--- config.mk ---
export PLATFORM = sky130hd
export DESIGN_NAME = packet_switch_rx_dbg_csr
export DESIGN_NICKNAME = d
export VERILOG_FILES = /design/src/rtl/packet_switch_rx_dbg_csr.sv
export SDC_FILE = /design/constraint.sdc
export NUM_CORES = 1
export LEC_CHECK = 0
export BUFFER_PORTS_ARGS = -buffer_cell sky130_fd_sc_hd__buf_4
export CAP_MARGIN = 20
export CORE_ASPECT_RATIO = 0.8
export CORE_MARGIN = 2
export CORE_UTILIZATION = 50
export DETAILED_ROUTE_END_ITERATION = 7
export HOLD_SLACK_MARGIN = 0.05
export PLACE_DENSITY = 0.67
export RECOVER_POWER = 100
export SYNTH_ARGS = -nofsm -noshare
export SYNTH_HDL_FRONTEND = slang
export SYNTH_SLANG_ARGS = --single-unit
--- constraint.sdc ---
create_clock -name clk -period 6.1 [get_ports clk]
set_input_delay 1.22 -clock clk [delete_from_list [all_inputs] [get_ports clk]]
set_output_delay 1.22 -clock clk [all_outputs]
set_load 0.01 [all_outputs]
--- src/rtl/packet_switch_rx_dbg_csr.sv ---
// Per-RX-port debug register file: RX packet statistics with coherent 64-bit
// reads, saturating error/drop counters and a fixed one-cycle read return.
module packet_switch_rx_dbg_csr #(
  parameter int INST_ID    = 0,
  parameter int ADDR_WIDTH = 8,
  parameter int DATA_WIDTH = 32,
  parameter int LEN_WIDTH  = 16
) (
  input  logic                  clk,
  input  logic                  rst,
  input  logic [ADDR_WIDTH-1:0] avmm_address_c1,
  input  logic                  avmm_read_c1,
  input  logic                  avmm_write_c1,
  input  logic [DATA_WIDTH-1:0] avmm_writedata_c1,
  input  logic [3:0]            avmm_byteenable_c1,
  output logic [DATA_WIDTH-1:0] avmm_readdata,
  output logic                  avmm_readdatavalid,
  input  logic                  rx_pkt_done,
  input  logic [LEN_WIDTH-1:0]  rx_pkt_len,
  input  logic                  rx_pkt_err,
  input  logic                  rx_pkt_drop
);

  typedef enum logic [3:0] {
    REG_CTRL    = 4'h0,
    REG_STATUS  = 4'h1,
    REG_PKT_LO  = 4'h2,
    REG_PKT_HI  = 4'h3,
    REG_BYTE_LO = 4'h4,
    REG_BYTE_HI = 4'h5,
    REG_ERR     = 4'h6,
    REG_DROP    = 4'h7,
    REG_MAX_LEN = 4'h8,
    REG_MIN_LEN = 4'h9,
    REG_SCRATCH = 4'hA,
    REG_ID      = 4'hB
  } reg_idx_e;

  localparam logic [31:0]          ID_VALUE = 32'hD8C0_0000 | 32'(INST_ID & 255);
  localparam logic [LEN_WIDTH-1:0] LEN_ONES = {LEN_WIDTH{1'b1}};

  reg_idx_e reg_idx;
  logic     unused_addr_bits;

  logic                 cnt_en,   cnt_en_nxt;
  logic [63:0]          pkt_cnt,  pkt_cnt_nxt;
  logic [63:0]          byte_cnt, byte_cnt_nxt;
  logic [31:0]          err_cnt,  err_cnt_nxt;
  logic [31:0]          drop_cnt, drop_cnt_nxt;
  logic                 err_sat,  err_sat_nxt;
  logic                 drop_sat, drop_sat_nxt;
  logic [LEN_WIDTH-1:0] max_len,  max_len_nxt;
  logic [LEN_WIDTH-1:0] min_len,  min_len_nxt;
  logic [31:0]          pkt_hi_shadow,  pkt_hi_shadow_nxt;
  logic [31:0]          byte_hi_shadow, byte_hi_shadow_nxt;
  logic [31:0]          scratch,  scratch_nxt;
  logic                 clr;
  logic [31:0]          rd_data;

  assign reg_idx          = reg_idx_e'(avmm_address_c1[5:2]);
  assign unused_addr_bits = ^{avmm_address_c1[ADDR_WIDTH-1:6], avmm_address_c1[1:0]};

  // Read mux sees only current register values, so reads always return pre-update data.
  always_comb begin
    rd_data = '0;
    case (reg_idx)
      REG_CTRL:    rd_data = {31'b0, cnt_en};
      REG_STATUS:  rd_data = {30'b0, drop_sat, err_sat};
      REG_PKT_LO:  rd_data = pkt_cnt[31:0];
      REG_PKT_HI:  rd_data = pkt_hi_shadow;
      REG_BYTE_LO: rd_data = byte_cnt[31:0];
      REG_BYTE_HI: rd_data = byte_hi_shadow;
      REG_ERR:     rd_data = err_cnt;
      REG_DROP:    rd_data = drop_cnt;
      REG_MAX_LEN: rd_data = 32'(max_len);
      REG_MIN_LEN: rd_data = 32'(min_len);
      REG_SCRATCH: rd_data = scratch;
      REG_ID:      rd_data = ID_VALUE;
      default:     rd_data = '0;
    endcase
  end

  // NOTE: every variable gets a default before any branch; a path that leaves one unassigned infers a latch.
  always_comb begin
    cnt_en_nxt         = cnt_en;
    pkt_cnt_nxt        = pkt_cnt;
    byte_cnt_nxt       = byte_cnt;
    err_cnt_nxt        = err_cnt;
    drop_cnt_nxt       = drop_cnt;
    err_sat_nxt        = err_sat;
    drop_sat_nxt       = drop_sat;
    max_len_nxt        = max_len;
    min_len_nxt        = min_len;
    pkt_hi_shadow_nxt  = pkt_hi_shadow;
    byte_hi_shadow_nxt = byte_hi_shadow;
    scratch_nxt        = scratch;
    clr                = 1'b0;

    if (avmm_read_c1 && reg_idx == REG_PKT_LO)  pkt_hi_shadow_nxt  = pkt_cnt[63:32];
    if (avmm_read_c1 && reg_idx == REG_BYTE_LO) byte_hi_shadow_nxt = byte_cnt[63:32];

    if (rx_pkt_done && cnt_en) begin
      pkt_cnt_nxt  = pkt_cnt + 64'd1;
      byte_cnt_nxt = byte_cnt + 64'(rx_pkt_len);
      if (rx_pkt_err) begin
        if (err_cnt != '1) err_cnt_nxt = err_cnt + 32'd1;
        if (err_cnt_nxt == '1) err_sat_nxt = 1'b1;
      end
      if (rx_pkt_drop) begin
        if (drop_cnt != '1) drop_cnt_nxt = drop_cnt + 32'd1;
        if (drop_cnt_nxt == '1) drop_sat_nxt = 1'b1;
      end
      if (rx_pkt_len > max_len) max_len_nxt = rx_pkt_len;
      if (rx_pkt_len < min_len) min_len_nxt = rx_pkt_len;
    end

    if (avmm_write_c1) begin
      if (reg_idx == REG_CTRL && avmm_byteenable_c1[0]) begin
        cnt_en_nxt = avmm_writedata_c1[0];
        clr        = avmm_writedata_c1[1];
      end
      if (reg_idx == REG_SCRATCH) begin
        for (int b = 0; b < 4; b++) begin
          if (avmm_byteenable_c1[b]) scratch_nxt[8*b +: 8] = avmm_writedata_c1[8*b +: 8];
        end
      end
    end

    // Clear wins over a same-cycle packet event and over shadow capture.
    if (clr) begin
      pkt_cnt_nxt        = '0;
      byte_cnt_nxt       = '0;
      err_cnt_nxt        = '0;
      drop_cnt_nxt       = '0;
      err_sat_nxt        = 1'b0;
      drop_sat_nxt       = 1'b0;
      max_len_nxt        = '0;
      min_len_nxt        = LEN_ONES;
      pkt_hi_shadow_nxt  = '0;
      byte_hi_shadow_nxt = '0;
    end
  end

  // NOTE: sequential state uses non-blocking assignment so every register samples pre-edge values.
  always_ff @(posedge clk) begin
    if (rst) begin
      cnt_en             <= 1'b1;
      pkt_cnt            <= '0;
      byte_cnt           <= '0;
      err_cnt            <= '0;
      drop_cnt           <= '0;
      err_sat            <= 1'b0;
      drop_sat           <= 1'b0;
      max_len            <= '0;
      min_len            <= LEN_ONES;
      pkt_hi_shadow      <= '0;
      byte_hi_shadow     <= '0;
      scratch            <= '0;
      avmm_readdatavalid <= 1'b0;
      avmm_readdata      <= '0;
    end else begin
      cnt_en             <= cnt_en_nxt;
      pkt_cnt            <= pkt_cnt_nxt;
      byte_cnt           <= byte_cnt_nxt;
      err_cnt            <= err_cnt_nxt;
      drop_cnt           <= drop_cnt_nxt;
      err_sat            <= err_sat_nxt;
      drop_sat           <= drop_sat_nxt;
      max_len            <= max_len_nxt;
      min_len            <= min_len_nxt;
      pkt_hi_shadow      <= pkt_hi_shadow_nxt;
      byte_hi_shadow     <= byte_hi_shadow_nxt;
      scratch            <= scratch_nxt;
      avmm_readdatavalid <= avmm_read_c1;
      avmm_readdata      <= avmm_read_c1 ? rd_data : '0;
    end
  end

endmodule

==> results.yml, run 1 <==
yosys:
  synth_nets: 2257
  synthFlopType: "dfxtp_1"
  syn_area_per_cell_um2: 8.215
  ys_ff_latch: 356
  synth_area_leader_cell: "dfxtp_1"
  synth_top_area_share_pct: 40.56
  yosysWarnings: 0
  syn_inst: 2139
  synth_area_leaders: "dfxtp_1 41%, nand2_1 7.0%, nor2_1 4.9%"
  netlist_area_um2: 17570
  ys_types: 68
  synth_edf_count: 0
  ys_seq_area_share_pct: 40.56
  async_flop_share_pct: 0
clock_network:
  clkTransAtPathRegs_ns: 0.06
  cts.repair.resized: 0
  cts_tree: "built"
  cts_max_path_buffers: 3
  htreeDepth: 2
  cts_root_buf: "clkbuf_16"
  cts_setup_buffers: 0
  cts_buffers: 38
  clk_latency_ns: 0.55
  hold_buffers: 0
  clock_sinks: 356
critical_path:
  cp_slowest_cell: "clkbuf_1"
  path_cells: "clkbuf_1 > a21o_4 > clkbuf_1 > nor2_1"
  cp_common_cell: "clkbuf_1"
  crit_type: "in2reg"
  worstRegToRegCells: 10
  arrival_ns: 5.21
  critPathLaunchType: "primary input"
  crit_path_max_fanout: 66
  critPathMaxStageDelay_ns: 1.56
  cp-end-kind: "flop"
  required_ns: 6.44
grt:
  grt_pass1_wl_um: 86230
  grt_usage_pct: 30.81
  grt_max_degree: 67
  antenna_found_initial: 1
  grt_pass1_vias: 14857
  grt_overflow: 0
sta:
  hold_violations: 0
  setup_viol_count_final: 0
  finalSetupTns_ns: 0
  worst_slew_pin_slew_ns: 2.175
  fin_crit_sh_pct: 79.89
  fmax_mhz: 205.2
  holdWs_ns: 0.4588
  min_period_ns: 4.873
  maxSlewViolCount: 192
  relSlewSlack_pct: -45.00
  fin_ws_ns: 1.227
  finClkSkew_ns: 0.01726
  rsz0062_at_grt: "false"
cells_and_area:
  final_core_util_pct: 57.13
  final_common_cell: "dfxtp_1"
  fin_cells: 2664
  num-nets-final: 2281
  final_cell_mix: "356 x dfxtp_1, 326 x nand2_1, 227 x nor2_1"
  drive_gt1_share_pct: 7.710
  fillers: 3244
  syn2layout_area_growth_pct: 12.66
  num_antenna_cells: 0
route:
  wl_um: 57150
  vias_per_cell: 6.125
  ant_nets: 0
  post_drt_wl_per_cell_um: 21.45
  dr.pass1.iters: 8
  drc: 0
  routed-via-count: 16316
  initialDrtViolationCount: 2076
pwr:
  p_leak_nw: 7.079
  ir_worst_vdd_uv: 151.1
  p_per_area_nw_per_um2: 272.6
placement:
  place.gp.congestion: 0.9467
  hpwlAfterDp_um: 41440
  placed_cells: 2595
  io_buffers: 95
  dp_slack_ns: 1.425
floorplanning:
  placementRows: 61
  coreArea_um2: 34650
  dieArea_um2: 36670
  initial_core_util_pct: 50.71
  io_pins: 100
  die_w_um: 213.6
  die_y_um: 171.7
run:
  cap_violations: 5
min_path:
  min_delay_path_depth: 2
  hold_path.class: "reg2reg"
run_status:
  violations: "capacitance limit, slew limit"
  status: "complete, but fails checks"
[registers in the layout, indices dropped and copies added, names as in the netlist]
signal,flops
byte_cnt,64
byte_hi_shadow,32
pkt_cnt,64
err_sat,1
drop_sat,1
drop_cnt,32
cnt_en,1
avmm_readdatavalid,1
err_cnt,32
pkt_hi_shadow,32
min_len,16
max_len,16
avmm_readdata,32
scratch,32
[synth_stat cells (18+ instances only)]
cell type    n
xor2_1      76
nand3_1     69
nand4_1     55
a21o_1      18
nand2_1    326
and3_1      37
nor2_1     230
or3_1       22
xnor2_1     85
inv_1       61
o211ai_1    18
clkbuf_1   111
dfxtp_1    356
a31oi_1     43
ha_1        50
a22oi_1     51
buf_2       18
mux2i_1     52
nor3_1      33
a21oi_1    144
nor4_1      22
o21ai_0     43
a222oi_1    26
[critical path: cells and delay by family]
family | cells | cell delay (ns)
compound gates | 1 | 0.68
buf+inv | 2 | 3.08
simple gates | 1 | 0.16
[worst paths after layout]
| path | slack [ns] | to | from |
|---|---|---|---|
| hold / removal | 0.46 | byte_hi_shadow[19]$_SDFFE_PP0P_ | byte_hi_shadow[19]$_SDFFE_PP0P_ |
| setup reg to reg | 2.23 | byte_cnt[26]$_SDFFE_PP0P_ | byte_cnt[0]$_SDFFE_PP0P_ |
| setup / recovery | 1.23 | pkt_cnt[30]$_SDFFE_PP0P_ | rst |
| hold reg to reg | 0.46 | byte_hi_shadow[19]$_SDFFE_PP0P_ | byte_hi_shadow[19]$_SDFFE_PP0P_ |
[cells by family (layout without fill, tap and decap cells)]
family / count (synthesis) / in the layout / synth area share (%)
buf+inv: 199 / 252 / 4.386
mux: 52 / 52 / 2.962
compound gates: 442 / 442 / 16.92
simple gates: 878 / 878 / 23.48
fa+ha+maj: 51 / 51 / 3.674
xor+xnor: 161 / 161 / 8.025
flops: 356 / 356 / 40.56
[metal layers]
metal / up-vias / wire [um] / GRT usage (%)
met5: - / 0 / 0
met1: 7809 / 25390 / 43.74
met4: 0 / 1631 / 9.330
li1: 7647 / - / -
met3: 103 / 6094 / 8.088
met2: 757 / 24040 / 45.54
[power by group]
part / internal [mW] / total [mW] / switching (mW)
sequential: 2.37 / 2.41 / 0.0452
clock: 1.55 / 2.53 / 0.981
combinational: 0.167 / 0.455 / 0.287
[metrics by stage]
step                      instance area (um^2)  total power [mW]
after global routing                     19800             5.567
after CTS                                20010             5.423
after floorplan                          17570             2.744
after detailed placement                 18640             2.913
after global placement                   18620             2.900
final                                    19800             5.396
[final cells by class]
type	count	area, um^2	share of cell area (%)
inverters	61	229.0	1.157
repair buffers	122	755.7	3.817
flip-flops and latches	356	7127	36.00
clock inverters	12	193.9	0.9796
multi-input cells	1584	9724	49.12
clock buffers	57	1176	5.941
well taps	472	590.6	2.983
No activity file was read; power rests on OpenSTA's default activity.
==> run 2: changes to the inputs <==
- clock period: 6.1 -> 4.55 ns (I/O delays scaled with it)
==> run 2 against run 1 <==
Effect of this change:
- the flow still finishes with violations (capacitance limit, slew limit)
- flip-flop and latch count unchanged
- utilization up 0.22 points
- design area up 0.39%
- sequential share of layout area down 0.14 points
- clock-buffer cell count shrank 6
- register-to-register slack got worse by 0.89 ns
- non-clock buffer count up 15
- clock skew fell by 0.0081 ns
- critical path type unchanged
==> results.yml, run 2 (synthesis gave the netlist of run 1 again) <==
critical_path:
  path_cells: "clkbuf_1 > a21oi_1 > buf_4 > and3_1 > mux2i_1 > nand2_1"
  critPathMaxStageDelay_ns: 1.54
  required_ns: 4.99
  r2r_setup_slack_ns: 1.34
  crit_path_max_fanout: 63
  cp-end-kind: "flop"
  critPathLaunchType: "primary input"
  crit_type: "in2reg"
  cp_slowest_cell: "clkbuf_1"
  arrival_ns: 4.23
cells_and_area:
  design_area_um2: 19870
  num-nets-final: 2296
  final_common_cell: "dfxtp_1"
  final_cell_mix: "356 x dfxtp_1, 326 x nand2_1, 227 x nor2_1"
  multi_input_comb_area_um2: 9728
  seqCellArea_um2: 7127
  reg.largest.list: "byte_cnt (64), pkt_cnt (64)"
  drive_gt1_share_pct: 8.658
  fillers: 3253
  syn2layout_area_growth_pct: 13.10
run_status:
  status: "complete, but fails checks"
  violations: "capacitance limit, slew limit"
grt:
  grt_pass1_vias: 14651
  antenna_found_initial: 0
  grt_max_degree: 64
  grt_pass1_wl_um: 87330
  grt_overflow: 0
  grt_usage_pct: 31.23
pwr:
  p_sw_mw: 1.788
  p_per_area_nw_per_um2: 356.1
  p_leak_nw: 7.136
  p_int_mw: 5.289
  pwr-share-comb_pct: 8.8
  ir_worst_vdd_uv: 300.2
  swShare_pct: 25.26
  sequentialPowerShare_pct: 45.8
  clkPwrFrac_pct: 45.4
sta:
  setup_viol_count_final: 0
  fmax_mhz: 263.5
  min_period_ns: 3.795
  maxSlewViolCount: 53
  rsz0062_at_grt: "false"
  hold_violations: 0
  relSlewSlack_pct: -46.74
  worst_slew_pin_slew_ns: 2.201
  finalSetupTns_ns: 0
  holdWs_ns: 0.4587
  finClkSkew_ns: 0.009192
  fin_crit_sh_pct: 83.41
clock_network:
  cts_max_path_buffers: 3
  cts_buffers: 38
  hold_buffers: 0
  cts_root_buf: "clkbuf_16"
  cts_tree: "built"
  clock_sinks: 356
  cts.repair.resized: 0
  cts_setup_buffers: 0
  clk_latency_ns: 0.55
  clkTransAtPathRegs_ns: 0.06
  htreeDepth: 2
route:
  routed-via-count: 16302
  ant_nets: 0
  dr.pass1.iters: 6
  drc: 0
  wl_um: 57820
  initialDrtViolationCount: 2432
  post_drt_wl_per_cell_um: 21.58
  vias_per_cell: 6.085
placement:
  placed_cell_area_um2: 18770
  io_buffers: 95
  place.gp.congestion: 0.9594
  hpwlAfterDp_um: 42530
floorplanning:
  coreArea_um2: 34650
  placementRows: 61
  die_w_um: 213.6
  die_y_um: 171.7
  initial_core_util_pct: 50.71
  dieArea_um2: 36670
  io_pins: 100
run:
  cap_violations: 2
min_path:
  hold_path.class: "reg2reg"
## run 2: final timing paths
path	start	end	cells after the start
worst max-delay path	rst	byte_cnt[11]$_SDFFE_PP0P_	6
worst min-delay path	byte_hi_shadow[19]$_SDFFE_PP0P_	byte_hi_shadow[19]$_SDFFE_PP0P_	2
worst max register to register	byte_cnt[0]$_SDFFE_PP0P_	byte_cnt[34]$_SDFFE_PP0P_	12
worst min register to register	byte_hi_shadow[19]$_SDFFE_PP0P_	byte_hi_shadow[19]$_SDFFE_PP0P_	2
## run 2: critical path: cells and delay by family
| family | cells | cell delay, ns |
|---|---|---|
| buf+inv | 2 | 2.10 |
| compound gates | 1 | 0.69 |
| simple gates | 2 | 0.34 |
| mux | 1 | 0.13 |
## run 2: through the flow
step	total power, mW	util (%)	setup slack [ns]	std cells
floorplan	3.678	-	1.204	2139
global placement	3.905	54.18	0.7743	2610
detailed placement	3.920	54.18	0.7798	2610
CTS	7.085	57.87	1.315	2678
global route	7.289	57.35	0.5763	2678
finish	7.077	57.36	0.7549	2679
## run 2: area by class of cell
cell class                      instances  share of cell area, %
Multi-Input combinational cell       1584                  48.95
Sequential cell                       356                  35.86
Clock buffer                           51                  5.540
Timing Repair Buffer                  137                  4.615
Tap cell                              472                  2.972
Inverter                               61                  1.152
Clock inverter                         17                 0.9003
Antenna cell                            1                0.01259
## run 2: per-layer routing
| metal | track usage [%] | share of wire (%) | wire, um |
|---|---|---|---|
| met1 | 46.11 | 45 | 26260 |
| met2 | 47.12 | 43 | 24810 |
| met3 | 5.185 | 9.4 | 5437 |
| met4 | 7.790 | 2.3 | 1308 |
| met5 | 0 | 0 | 0 |
## run 2: power groups by stage
stage | Combinational [mW] | Sequential, mW | Clock [mW]
final | 0.626 | 3.24 | 3.21
after global routing | 0.684 | 3.24 | 3.37
after CTS | 0.619 | 3.24 | 3.23
after detailed placement | 0.615 | 3.30 | 0
after global placement | 0.602 | 3.30 | 0
after floorplan | 0.402 | 3.28 | 0
